--- src/rtl/control_step_sequencer.sv ---
// Control-step FSM for the 32-bit CPU: drives one-hot bus-source selects plus register, memory and ALU strobes.
// Fetch T0-T3, execute T4-T6; memory waits in T2 on mem_rdy with an optional timeout into HALT.
module control_step_sequencer #(
   parameter int MEM_WAIT_MAX = 0
) (
   input  logic        clk,
   input  logic        reset_n,
   input  logic        run,
   input  logic [31:0] ir,
   input  logic        mem_rdy,
   output logic [15:0] reg_out,
   output logic [9:0]  bus_src,
   output logic        inport_out,
   output logic [15:0] reg_in,
   output logic        pc_in,
   output logic        ir_in,
   output logic        mar_in,
   output logic        mdr_in,
   output logic        y_in,
   output logic        z_in,
   output logic        inc_pc,
   output logic        mem_read,
   output logic [4:0]  alu_op,
   output logic        halted,
   output logic        mem_err
);

   typedef enum logic [3:0] {
      S_IDLE, S_T0, S_T1, S_T2, S_T3, S_T4, S_T5, S_T6, S_HALT
   } state_t;

   localparam int          CNT_W     = 16;
   localparam logic [CNT_W-1:0] WAIT_LAST = CNT_W'(MEM_WAIT_MAX - 1);
   localparam bit          TIMEOUT_EN = (MEM_WAIT_MAX != 0);

   state_t           state, state_nxt;
   logic [CNT_W-1:0] wait_cnt, wait_cnt_nxt;
   logic             err_q, err_nxt;

   logic [4:0] op;
   logic [3:0] ra, rb, rc;
   logic       is_rtype, is_imm, is_mfhi, is_mflo, is_in, is_halt;
   logic       unused_ir_bits;

   assign op = ir[31:27];
   assign ra = ir[26:23];
   assign rb = ir[22:19];
   assign rc = ir[18:15];
   assign unused_ir_bits = ^ir[14:0];

   assign is_rtype = (op >= 5'b00011) && (op <= 5'b01011);
   assign is_imm   = (op >= 5'b01100) && (op <= 5'b01110);
   assign is_mfhi  = (op == 5'b11000);
   assign is_mflo  = (op == 5'b11001);
   assign is_in    = (op == 5'b10110);
   assign is_halt  = (op == 5'b11011);

   always_ff @(posedge clk or negedge reset_n) begin
      if (!reset_n) begin
         state    <= S_IDLE;
         wait_cnt <= '0;
         err_q    <= 1'b0;
      end else begin
         state    <= state_nxt;
         wait_cnt <= wait_cnt_nxt;
         err_q    <= err_nxt;
      end
   end

   // Instruction completion: the same edge re-enters fetch if run is still high.
   function automatic state_t done_state(input logic run_now);
      return run_now ? S_T0 : S_IDLE;
   endfunction

   always_comb begin
      state_nxt    = state;
      wait_cnt_nxt = '0;
      err_nxt      = err_q;
      reg_out      = '0;
      bus_src      = '0;
      inport_out   = 1'b0;
      reg_in       = '0;
      pc_in        = 1'b0;
      ir_in        = 1'b0;
      mar_in       = 1'b0;
      mdr_in       = 1'b0;
      y_in         = 1'b0;
      z_in         = 1'b0;
      inc_pc       = 1'b0;
      mem_read     = 1'b0;
      alu_op       = '0;
      halted       = 1'b0;

      case (state)
         S_IDLE: begin
            if (run) state_nxt = S_T0;
         end
         S_T0: begin
            bus_src[4] = 1'b1;
            mar_in     = 1'b1;
            inc_pc     = 1'b1;
            z_in       = 1'b1;
            state_nxt  = S_T1;
         end
         S_T1: begin
            bus_src[3] = 1'b1;
            pc_in      = 1'b1;
            mem_read   = 1'b1;
            state_nxt  = S_T2;
         end
         S_T2: begin
            mem_read = 1'b1;
            if (mem_rdy) begin
               mdr_in    = 1'b1;
               state_nxt = S_T3;
            end else if (TIMEOUT_EN && (wait_cnt == WAIT_LAST)) begin
               err_nxt   = 1'b1;
               state_nxt = S_HALT;
            end else begin
               wait_cnt_nxt = wait_cnt + 1'b1;
            end
         end
         S_T3: begin
            bus_src[5] = 1'b1;
            ir_in      = 1'b1;
            state_nxt  = S_T4;
         end
         S_T4: begin
            if (is_rtype || is_imm) begin
               reg_out[rb] = 1'b1;
               y_in        = 1'b1;
               state_nxt   = S_T5;
            end else if (is_mfhi) begin
               bus_src[0] = 1'b1;
               reg_in[ra] = 1'b1;
               state_nxt  = done_state(run);
            end else if (is_mflo) begin
               bus_src[1] = 1'b1;
               reg_in[ra] = 1'b1;
               state_nxt  = done_state(run);
            end else if (is_in) begin
               inport_out = 1'b1;
               reg_in[ra] = 1'b1;
               state_nxt  = done_state(run);
            end else if (is_halt) begin
               state_nxt = S_HALT;
            end else begin
               state_nxt = done_state(run);
            end
         end
         S_T5: begin
            alu_op = op;
            z_in   = 1'b1;
            if (is_rtype)    reg_out[rc] = 1'b1;
            else if (is_imm) bus_src[9]  = 1'b1;
            state_nxt = S_T6;
         end
         S_T6: begin
            bus_src[3] = 1'b1;
            reg_in[ra] = 1'b1;
            state_nxt  = done_state(run);
         end
         S_HALT: begin
            halted = 1'b1;
         end
         default: state_nxt = S_IDLE;
      endcase
   end

   assign mem_err = err_q;

endmodule

--- config.mk ---
export PLATFORM = sky130hd
export DESIGN_NAME = control_step_sequencer
export DESIGN_NICKNAME = d
export VERILOG_FILES = /design/src/rtl/control_step_sequencer.sv
export SDC_FILE = /design/constraint.sdc
export NUM_CORES = 1
export LEC_CHECK = 0
export ABC_AREA = 1
export CAP_MARGIN = 25
export CORE_UTILIZATION = 30
export CTS_CLUSTER_DIAMETER = 120
export DETAILED_ROUTE_END_ITERATION = 7
export PLACE_DENSITY = 0.83
export SYNTH_ARGS = -nofsm -noshare
export SYNTH_HDL_FRONTEND = slang
export SYNTH_SLANG_ARGS = --single-unit
--- constraint.sdc ---
create_clock -name clk -period 1.65 [get_ports clk]
set_input_delay 0.33 -clock clk [delete_from_list [all_inputs] [get_ports clk]]
set_output_delay 0.33 -clock clk [all_outputs]
set_load 0.05 [all_outputs]
==> results.py, run 1 <==
metrics = {
    "run_status": {
        "status": "did not finish",
        "stop_stage": "4_1_cts",
        "tool.error": "[ERROR DPL-0038] Utilization greater than 100%, impossible to legalize",
    },
    "cts": {
        "cts-root-buf": "clkbuf_4",
        "clock-sinks": 4,
        "cts_setup_buffers": 23,
        "cts_hold_buf": 0,
        "ctsResizeCount": 80,
        "htree_levels": 1,
        "ctsLongestPathBuffers": 2,
        "cts_buffers": 3,
    },
    "synthesis": {
        "yosysSeqAreaShare_pct": 10.6,
        "muxShareOfSynthArea_pct": 0,
        "synth_warnings": 0,
        "synth_top_family_by_area": "simple AND/OR/NAND/NOR gates",
        "syn_area_sq_um": 946,
        "syn_inst": 177,
        "postSynthAreaPerCell_sq_um": 5.34,
        "synthSimpleGateAreaFrac_pct": 53.6,
        "synth_xor_area_share_pct": 0,
        "yosysUniqueCellTypes": 25,
        "synth-seq-cells": 4,
        "synth_compound_area_share_pct": 15.2,
        "synth-adder-area-share_pct": 0,
    },
    "placement": {
        "dp_cells": 334,
        "dp_hpwl_microns": 5780,
        "dp_slack_ps": -975,
        "io_buffers": 73,
        "gp_congestion": 0.936,
    },
    "floorplan": {
        "die_w_microns": 58.2,
        "initial_utilization_pct": 31.2,
        "rows": 20,
        "die_h_microns": 58.2,
        "io_pins": 94,
    },
}
cell usage after synthesis:
cell type	instances	area share, %
nand4_1	3	2.0
nand3_2	2	2.1
nor3b_1	1	0.79
o22ai_1	12	7.9
buf_4	8	6.3
o21ai_4	1	1.7
nor3_4	1	1.7
nand2_2	7	4.6
nor4_1	1	0.66
inv_1	32	13
nor3_1	8	4.2
a21oi_1	1	0.53
conb_1	1	0.40
nand3b_1	1	0.79
o211ai_1	1	0.79
nor2_8	1	2.1
o21a_1	1	0.79
inv_2	3	1.2
nand3_1	13	6.9
o21ai_0	5	2.6
dfrtp_1	4	11
nor2_1	44	17
nand2_1	24	9.5
o21bai_1	1	0.79
or2_1	1	0.66
cells by family after synthesis:
group | after synthesis
AOI/OAI and AO/OA | 22
buffers and inverters | 43
DFF | 4
other | 1
and+or+nand+nor | 107
metrics by stage:
step           hold WS, ps  util [%]  cell area [sq um]
3_5_place_dp           546      97.6               2950
3_3_place_gp           541      97.6               2950
2_1_floorplan         34.4         -               1380
==> run 2, diff against run 1 <==
--- a/config.mk
+++ b/config.mk
@@ -7,10 +7,9 @@
 export LEC_CHECK = 0
 export ABC_AREA = 1
 export CAP_MARGIN = 25
-export CORE_UTILIZATION = 30
-export CTS_CLUSTER_DIAMETER = 120
+export CORE_UTILIZATION = 20
 export DETAILED_ROUTE_END_ITERATION = 7
-export PLACE_DENSITY = 0.83
+export PLACE_DENSITY_LB_ADDON = 0.15
 export SYNTH_ARGS = -nofsm -noshare
 export SYNTH_HDL_FRONTEND = slang
 export SYNTH_SLANG_ARGS = --single-unit
==> run 2 against run 1 <==
  * Area after synthesis did not move
  * The flow now finishes, with violations (design-rule violations, negative setup slack)
  * Synthesized cell count unchanged
==> results.py, run 2 <==
metrics = {
    "placement": {
        "io_buffers": 73,
        "dp_hpwl_microns": 3820,
        "gp_congestion": 0.855,
    },
    "synthesis": {
        "syn_area_sq_um": 946,
        "yosys-top-cells-area": "nor2_1 (17%), inv_1 (13%), dfrtp_1 (11%)",
        "synth_warnings": 0,
        "yosys.area.top_type": "nor2_1",
        "postSynthAreaPerCell_sq_um": 5.34,
        "synth-seq-cells": 4,
        "yosys-top-cells-count": "nor2_1 (44), inv_1 (32), nand2_1 (24)",
        "synth_edf_count": 0,
        "synth_flop_cell": "dfrtp_1",
        "yosysSeqAreaShare_pct": 10.6,
        "synth_top_area_share_pct": 17.5,
        "yosysUniqueCellTypes": 25,
        "yosysMostFrequentCell": "nor2_1",
        "ys_async_sr_fraction_pct": 100,
        "syn_inst": 177,
    },
    "global_routing": {
        "grt_max_degree": 8,
        "grt_pass1_wl_microns": 9580,
        "grtUsageTotal_pct": 24.7,
        "gr-total-overflow": 0,
        "antenna_found_initial": 0,
        "grt_pass1_vias": 1922,
    },
    "critical_path": {
        "startpoint_type": "flip-flop",
        "critPathRequiredTime_ps": 1320,
        "end_kind": "output pin",
        "criticalPathCategory": "flip-flop to output pin",
        "cp_max_fo": 4,
        "critPathArrivalTime_ps": 1890,
        "reg2reg_depth": 9,
    },
    "power_and_ir_drop": {
        "p_leak_nw": 1.53,
        "peakVddDrop_v": 0.000685,
        "power_mw": 3.24,
        "powerDensity_mw_per_mm2": 862,
    },
    "layout": {
        "fin_util_pct": 84.6,
        "final_common_cell": "buf_4",
        "syn2layout_area_growth_pct": 298,
        "n_antenna_cell": 0,
        "nets": 376,
        "final_cell_mix": "buf_4 (69), buf_12 (54), nor2_4 (24)",
        "regMostFlops": "state",
        "layout-drive-gt1-share_pct": 73.2,
        "largest_register_ffs": 4,
        "top_regs": "state x4",
    },
    "sta": {
        "finClkSkew_ps": 5.61,
        "setup_viol": 54,
        "hold_viol": 0,
        "finalCritPeriodShare_pct": 135,
        "timing.final.ws_setup_ps": -574,
        "min_period_ps": 2220,
        "fmax_mhz": 450,
        "maxSlewViolCount": 0,
        "rsz0062_at_grt": "yes",
    },
    "route": {
        "wire_per_inst_microns": 17.0,
        "drt_iter0_markers": 138,
        "num_vias": 1904,
        "via_per_inst": 4.87,
        "drt.antenna.violating_nets": 0,
        "drt_first_pass_iters": 7,
        "remaining_drc_errors": 9,
        "finalWirelength_microns": 6650,
    },
    "cts": {
        "cts-root-buf": "clkbuf_8",
        "clkTransAtPathRegs_ps": 40,
        "clk_latency_ps": 230,
        "htree_levels": 1,
        "cts_tree": "done",
        "ctsLongestPathBuffers": 2,
        "cts_buffers": 3,
        "clock-sinks": 4,
        "cts_hold_buf": 0,
    },
    "floorplan": {
        "initial_utilization_pct": 21.3,
        "rows": 24,
        "die_h_microns": 70.8,
        "die_w_microns": 70.8,
        "dieArea_sq_mm": 0.00501,
        "core_sq_mm": 0.00444,
        "io_pins": 94,
    },
    "hold_path": {
        "hp-class": "primary input to async pin",
    },
    "run_status": {
        "violations": "design-rule violations, negative setup slack",
        "status": "complete, but fails checks",
    },
    "run": {
        "maxCapViolations": 0,
    },
}
==> run 2: cell counts after synthesis <==
No cell type changed its count.
==> run 2: what timing repair did <==
action                                  in CTS  in global routing
gates resized for setup                     77                 56
endpoints found under the setup margin      54                 56
pin swaps                                   19                 20
buffers inserted                            37                 19
gates cloned                                 1                  0
==> run 2: layout make-up <==
cell class,count,area (sq um)
well taps,52,65.1
clock buffers,4,45.0
repair buffers,161,2010
fillers,220,683
multi-input cells,135,1380
flip-flops and latches,4,103
inverters,35,156
==> run 2: final timing paths <==
| path | start | end | slack, ps |
|---|---|---|---|
| min reg2reg | state[0]$_DFFE_PN0P_ | state[2]$_DFFE_PN0P_ | 880 |
| max in group asynchronous | reset_n | state[0]$_DFFE_PN0P_ | 1140 |
| min in group clk | ir[29] | state[3]$_DFFE_PN0P_ | 610 |
| max | state[3]$_DFFE_PN0P_ | reg_in[9] | -570 |
| max reg2reg | state[3]$_DFFE_PN0P_ | state[2]$_DFFE_PN0P_ | 0 |
| min | reset_n | state[2]$_DFFE_PN0P_ | 310 |
==> run 2: power breakdown <==
part / total (mW) / switching [mW] / internal [mW]
sequential: 0.197 / 0.0553 / 0.141
combinational: 2.82 / 1.53 / 1.28
clock: 0.229 / 0.0628 / 0.166
total: 3.24 / 1.65 / 1.59
==> run 2: logic make-up (layout without fill, tap and decap cells) <==
family / count (synthesis) / count (layout) / share of synthesized area, %
AND/OR/NAND/NOR: 107 / 108 / 53.6
buffers and inverters: 43 / 200 / 20.2
AO/OA/AOI/OAI: 22 / 22 / 15.2
flip-flops: 4 / 4 / 10.6
other: 1 / 5 / 0.396
==> run 2: metrics by stage <==
step / area, sq um / hold slack (ps) / worst slack (ps) / std cells / TNS, ps
2_1_floorplan: 1380 / 34.4 / -319 / 181 / -8740
3_3_place_gp: 2960 / 544 / -761 / 342 / -24930
3_5_place_dp: 2960 / 542 / -816 / 342 / -26970
4_1_cts: 3530 / 306 / -452 / 383 / -16830
5_1_grt: 3760 / 326 / -643 / 391 / -25660
6_report: 3760 / 313 / -574 / 391 / -22710
==> run 2: critical path: stages (launching register included) <==
cell and delay, ps:
dfrtp_1 400, inv_2 100, nand2_4 60, nor3_4 230, nand2_4 110, o21ai_4 220, buf_12 170, nand2_8 80
nor2_4 150, buf_12 150
==> run 2: routing by layer <==
layer  vias up  track usage, %  wire length (microns)
met3        16            5.84                    387
met5         -               0                      0
met4         0            7.78                    193
met2        85            45.9                   3680
li1        890               -                      -
met1       913            27.5                   2390
Note: power is estimated with default switching activity, not from simulation.
